--- src/rtl/stream_tap_arb.sv ---
// Round-robin merge of N stream_tap outputs, holding each grant for TAP_REP accepted beats.
// Optional macro STREAM_TAP_ARB_LAST_EN adds a registered olast port marking the final beat of a group.
module stream_tap_arb #(
    parameter  int N_TAPS     = 2,
    parameter  int DATA_WIDTH = 8,
    parameter  int TAP_REP    = 1,
    localparam int SEL_BITS   = $clog2(N_TAPS)
) (
    input  logic                         clk,
    input  logic                         rst,
    input  logic [N_TAPS*DATA_WIDTH-1:0] idat,
    input  logic [N_TAPS-1:0]            ivld,
    output logic [N_TAPS-1:0]            irdy,
    output logic [DATA_WIDTH-1:0]        odat,
    output logic [SEL_BITS-1:0]          osel,
    output logic                         ovld,
`ifdef STREAM_TAP_ARB_LAST_EN
    output logic                         olast,
`endif
    input  logic                         ordy
);

    typedef enum logic {IDLE, LOCK} state_t;

    localparam int                  CNT_W    = $clog2(TAP_REP + 1);
    localparam logic [CNT_W-1:0]    CNT_LAST = CNT_W'(TAP_REP - 1);
    localparam logic [SEL_BITS-1:0] SEL_MAX  = SEL_BITS'(N_TAPS - 1);

    state_t                  state_q, state_d;
    logic [SEL_BITS-1:0]     ptr_q, ptr_d;
    logic [SEL_BITS-1:0]     grant_q, grant_d;
    logic [CNT_W-1:0]        cnt_q, cnt_d;
    logic [DATA_WIDTH-1:0]   odat_q, odat_d;
    logic [SEL_BITS-1:0]     osel_q, osel_d;
    logic                    ovld_q, ovld_d;
`ifdef STREAM_TAP_ARB_LAST_EN
    logic                    olast_q, olast_d;
`endif

    logic                    adv;
    logic                    beat;
    logic                    is_last;
    logic                    cand_vld;
    logic [SEL_BITS-1:0]     cand;
    logic [SEL_BITS-1:0]     src_sel;
    logic [DATA_WIDTH-1:0]   src_dat;
    int                      idx;

    function automatic logic [SEL_BITS-1:0] inc_sel(input logic [SEL_BITS-1:0] s);
        return (s == SEL_MAX) ? '0 : s + 1'b1;
    endfunction

    // Scan from the farthest cyclic offset down so the nearest valid tap to ptr wins.
    always_comb begin
        cand     = '0;
        cand_vld = 1'b0;
        idx      = 0;
        for (int k = N_TAPS - 1; k >= 0; k--) begin
            idx = int'(ptr_q) + k;
            if (idx >= N_TAPS) idx = idx - N_TAPS;
            if (ivld[idx]) begin
                cand     = SEL_BITS'(idx);
                cand_vld = 1'b1;
            end
        end
    end

    always_comb begin
        adv     = !ovld_q || ordy;
        src_sel = (state_q == LOCK) ? grant_q : cand;
        src_dat = '0;
        for (int i = 0; i < N_TAPS; i++) begin
            if (SEL_BITS'(i) == src_sel) src_dat = idat[i*DATA_WIDTH +: DATA_WIDTH];
        end
        is_last = (TAP_REP == 1) || ((state_q == LOCK) && (cnt_q == CNT_LAST));
    end

    // Output process: only the locked or candidate tap ever sees ready.
    always_comb begin
        irdy = '0;
        if (state_q == LOCK) irdy[grant_q] = adv;
        else if (cand_vld)   irdy[cand]    = adv;
        beat = |(irdy & ivld);
    end

    always_comb begin
        state_d = state_q;
        ptr_d   = ptr_q;
        grant_d = grant_q;
        cnt_d   = cnt_q;
        odat_d  = odat_q;
        osel_d  = osel_q;
        ovld_d  = ovld_q;
`ifdef STREAM_TAP_ARB_LAST_EN
        olast_d = olast_q;
`endif
        if (beat) begin
            odat_d = src_dat;
            osel_d = src_sel;
            ovld_d = 1'b1;
`ifdef STREAM_TAP_ARB_LAST_EN
            olast_d = is_last;
`endif
            if (is_last) begin
                ptr_d   = inc_sel(src_sel);
                cnt_d   = '0;
                state_d = IDLE;
            end else if (state_q == IDLE) begin
                grant_d = src_sel;
                cnt_d   = CNT_W'(1);
                state_d = LOCK;
            end else begin
                cnt_d = cnt_q + 1'b1;
            end
        end else if (ordy) begin
            ovld_d = 1'b0;
        end
    end

    always_ff @(posedge clk) begin
        if (rst) begin
            state_q <= IDLE;
            ptr_q   <= '0;
            grant_q <= '0;
            cnt_q   <= '0;
            odat_q  <= '0;
            osel_q  <= '0;
            ovld_q  <= 1'b0;
`ifdef STREAM_TAP_ARB_LAST_EN
            olast_q <= 1'b0;
`endif
        end else begin
            state_q <= state_d;
            ptr_q   <= ptr_d;
            grant_q <= grant_d;
            cnt_q   <= cnt_d;
            odat_q  <= odat_d;
            osel_q  <= osel_d;
            ovld_q  <= ovld_d;
`ifdef STREAM_TAP_ARB_LAST_EN
            olast_q <= olast_d;
`endif
        end
    end

    assign odat = odat_q;
    assign osel = osel_q;
    assign ovld = ovld_q;
`ifdef STREAM_TAP_ARB_LAST_EN
    assign olast = olast_q;
`endif

endmodule

--- config.mk ---
export PLATFORM = sky130hd
export DESIGN_NAME = stream_tap_arb
export DESIGN_NICKNAME = d
export VERILOG_FILES = /design/src/rtl/stream_tap_arb.sv
export SDC_FILE = /design/constraint.sdc
export NUM_CORES = 1
export LEC_CHECK = 0
export CAP_MARGIN = 20
export CORE_MARGIN = 5
export CORE_UTILIZATION = 35
export DETAILED_ROUTE_END_ITERATION = 7
export MAX_ROUTING_LAYER = met4
export PLACE_DENSITY = 0.77
export SLEW_MARGIN = 20
export SYNTH_ARGS = -nofsm -noshare
export SYNTH_HDL_FRONTEND = slang
export SYNTH_SLANG_ARGS = --single-unit
--- constraint.sdc ---
create_clock -name clk -period 1.4 [get_ports clk]
set_clock_uncertainty 0.2 [all_clocks]
set_input_delay 0.28 -clock clk [delete_from_list [all_inputs] [get_ports clk]]
set_output_delay 0.28 -clock clk [all_outputs]
set_load 0.1 [all_outputs]
==> impl_metrics.toml <==
[outcome]
status = "finished with violations"
violations = "negative setup slack"

[global_route]
antenna_found_initial = 0
grtUsageTotal_pct = 20.0
grt_pass1_vias = 714
grt-ovfl-total = 0
grt_max_degree = 12
grt_pass1_wl_mm = 3.70

[clock_tree]
clock_path_buffers = 2
cts_inserted_buffers = 3
root_buffer = "clkbuf_4"
cts_tree = "built"
clkSinkCount = 11
clk_pin_slew_worst_paths_ns = 0.08
clock_latency_ns = 0.27
htreeDepth = 1

[synthesis]
synth_top_area_share_pct = 41.6
synth-edff-count = 0
synth_largest_area_cell = "dfxtp_1"
syn_nets = 84
synth.avg_cell_area_um2 = 8.40
syn_area_um2 = 529
synth_common_cells = "dfxtp_1, nand3_1, o21ai_0"
seq_area_frac_synth_pct = 41.6
async_flop_share_pct = 0
synth.area.top_cells = "dfxtp_1, nand3_1, a31oi_1"
netlist_instances = 63
synth_most_common_cell = "dfxtp_1"
yosys_warnings = 0
ys_ff_latch = 11
yosysUniqueCellTypes = 21
ys.flop_type = "dfxtp_1"

[critical_path]
slowest_stage = "clkdlybuf4s15_1"
path_buf_inv = 2
max_stage_delay_ns = 0.27
crit_fanout = 4
cp-end-kind = "output pin"
rr_worst_depth = 5
startpoint_type = "primary input"
crit_chain = "clkdlybuf4s15_1 -> a21boi_2 -> and2_4 -> buf_12"
critPathKind = "primary input to output pin"
r2r-start = "ptr_q"
cp_top_family = "buffers and inverters"
required_ns = 0.92
reg2reg_to = "odat[6]"
arrival_ns = 1.13
rrSetupSlack_ns = -0.05

[sta]
rsz0062_at_grt = "true"
setup_viol_count_final = 9
hold_violations = 0
drv_slew = 0
worstMarginPinSlew_ns = 0.605
fin_ws_ns = -0.208
fin_crit_ns = 1.61
fmax_mhz = 622
relSlewSlack_pct = 59.5
post-route-period-util_pct = 115

[finish]
finish.utilization_pct = 82.4
drive_gt1_share_pct = 50.4
antenna_cells = 0
final_area_um2 = 1210
design.final.nets = 135
syn_to_final_growth_pct = 129
fillers = 97

[worst_hold_path]
whs_endpoint = "osel"
min_path_cells = 2
min_from = "osel"
hp-class = "register to register"

[floorplan]
fp.dieH_um = 48.9
dieWidth_um = 48.9
core_area_um2 = 1470
io-pin-count = 33
fp-row-count = 14
dieArea_um2 = 2390
start_util_pct = 36.0

[power]
p_per_area_nw_per_um2 = 944
p_int_uw = 695
power_mw = 1.15
pwr-share-seq_pct = 32.5
swShare_pct = 39.3
peakVddDrop_uv = 658
clkPwrFrac_pct = 19.0
p_switching_uw = 450
comb_power_share_pct = 48.5
leakagePower_nw = 0.489

[drt]
vias = 736
drtPass1Iterations = 4
wl_per_cell_um = 17.3
ant_nets = 0
drt_iter0_markers = 29
drc = 0
routed_via_density = 5.71
finalWirelength_mm = 2.23

[place]
hpwlAfterDp_mm = 1.55
routabilityCongestion = 0.872
io_buffers = 32
dpl_cell_area_um2 = 1100

[run]
drv_cap = 0
cell type report:
type,count,area (um2),area share [%]
Timing Repair Buffer,51,591,48.7
Multi-Input combinational cell,46,328,27.0
Inverter,1,11.3,0.929
Sequential cell,11,236,19.5
Clock buffer,4,26.3,2.17
Tap cell,16,20.0,1.65
how the worst max path moves through the flow:
| stage | slack (ns) | end | startpoint | cells after the start |
|---|---|---|---|---|
| 3_5_place_dp | -0.55 | odat[6] | ivld[1] | 4 |
| 6_report | -0.21 | irdy[0] | ivld[0] | 4 |
| 2_1_floorplan | -0.20 | irdy[0] | ovld | 4 |
| 3_3_place_gp | -0.47 | irdy[1] | ordy | 5 |
| 5_1_grt | -0.26 | irdy[0] | ptr_q | 3 |
| 4_1_cts | -0.18 | irdy[1] | ptr_q | 4 |
worst reg2reg max path: stages, from the launching register on:
cell and delay [ns]:
dfxtp_2 0.36, nand2b_4 0.14, buf_4 0.15, buf_4 0.13
nand3_1 0.08, a311oi_2 0.28
registers in the layout, indices dropped and copies added, names as in the netlist:
signal / count
ptr_q: 1
osel: 1
odat: 8
ovld: 1
cells in the final DEF, fill, tap and decap left out, drive strengths merged:
cell           Yosys  routed
nor3               1       1
nor2b              1       1
a311oi             2       2
nand3              9       9
dfxtp             11      11
nor2               2       2
or2                1       1
a21boi             1       1
clkdlybuf4s50      0      17
a21oi              5       5
nand2b             2       2
nand4              6       6
a31oi              6       6
and2               1       1
clkdlybuf4s15      0       2
buf                4      31
inv                1       1
a21bo              2       2
o21ai              7       7
dlygate4sd2        0       1
clkbuf             1       4
power groups by stage:
stage | registers (mW) | logic (mW) | clock network, mW
after floorplan | 0.530 | 0.135 | 0
after global placement | 0.374 | 0.517 | 0
after detailed placement | 0.376 | 0.522 | 0
after CTS | 0.371 | 0.544 | 0.219
after global routing | 0.376 | 0.574 | 0.248
final | 0.373 | 0.555 | 0.217
stage by stage:
stage | worst slack [ns] | std cells | hold WS [ns] | TNS (ns)
after global placement | -0.465 | 120 | 0.281 | -5.27
after global routing | -0.263 | 129 | 0.345 | -1.70
after CTS | -0.176 | 127 | 0.302 | -0.412
final | -0.208 | 129 | 0.303 | -0.816
after detailed placement | -0.553 | 120 | 0.290 | -5.84
after floorplan | -0.197 | 63 | 0.145 | -0.425
metal layers:
layer  part of all wire (%)  GRT usage [%]  vias up
li1                       -              -      339
met3                    8.3           5.20        4
met2                     51           33.5       51
met4                    1.6           5.38        0
met5                      0              -        -
met1                     39           23.4      342
cell families (layout without fill, tap and decap cells):
family                 after synthesis  in the layout  share of synthesized area, %
AOI/OAI and AO/OA                   23             23                          28.1
and+or+nand+nor                     23             23                          23.9
buffers and inverters                6             56                          6.38
DFF                                 11             11                          41.6
timing repair:
action                     CTS  global route
resized for setup           16             1
buffers inserted             3             2
pin swaps                    1             0
hold buffers                 0             0
setup endpoints to repair   13            13
cloned                       0             0
(Power assumes the default switching activity.)
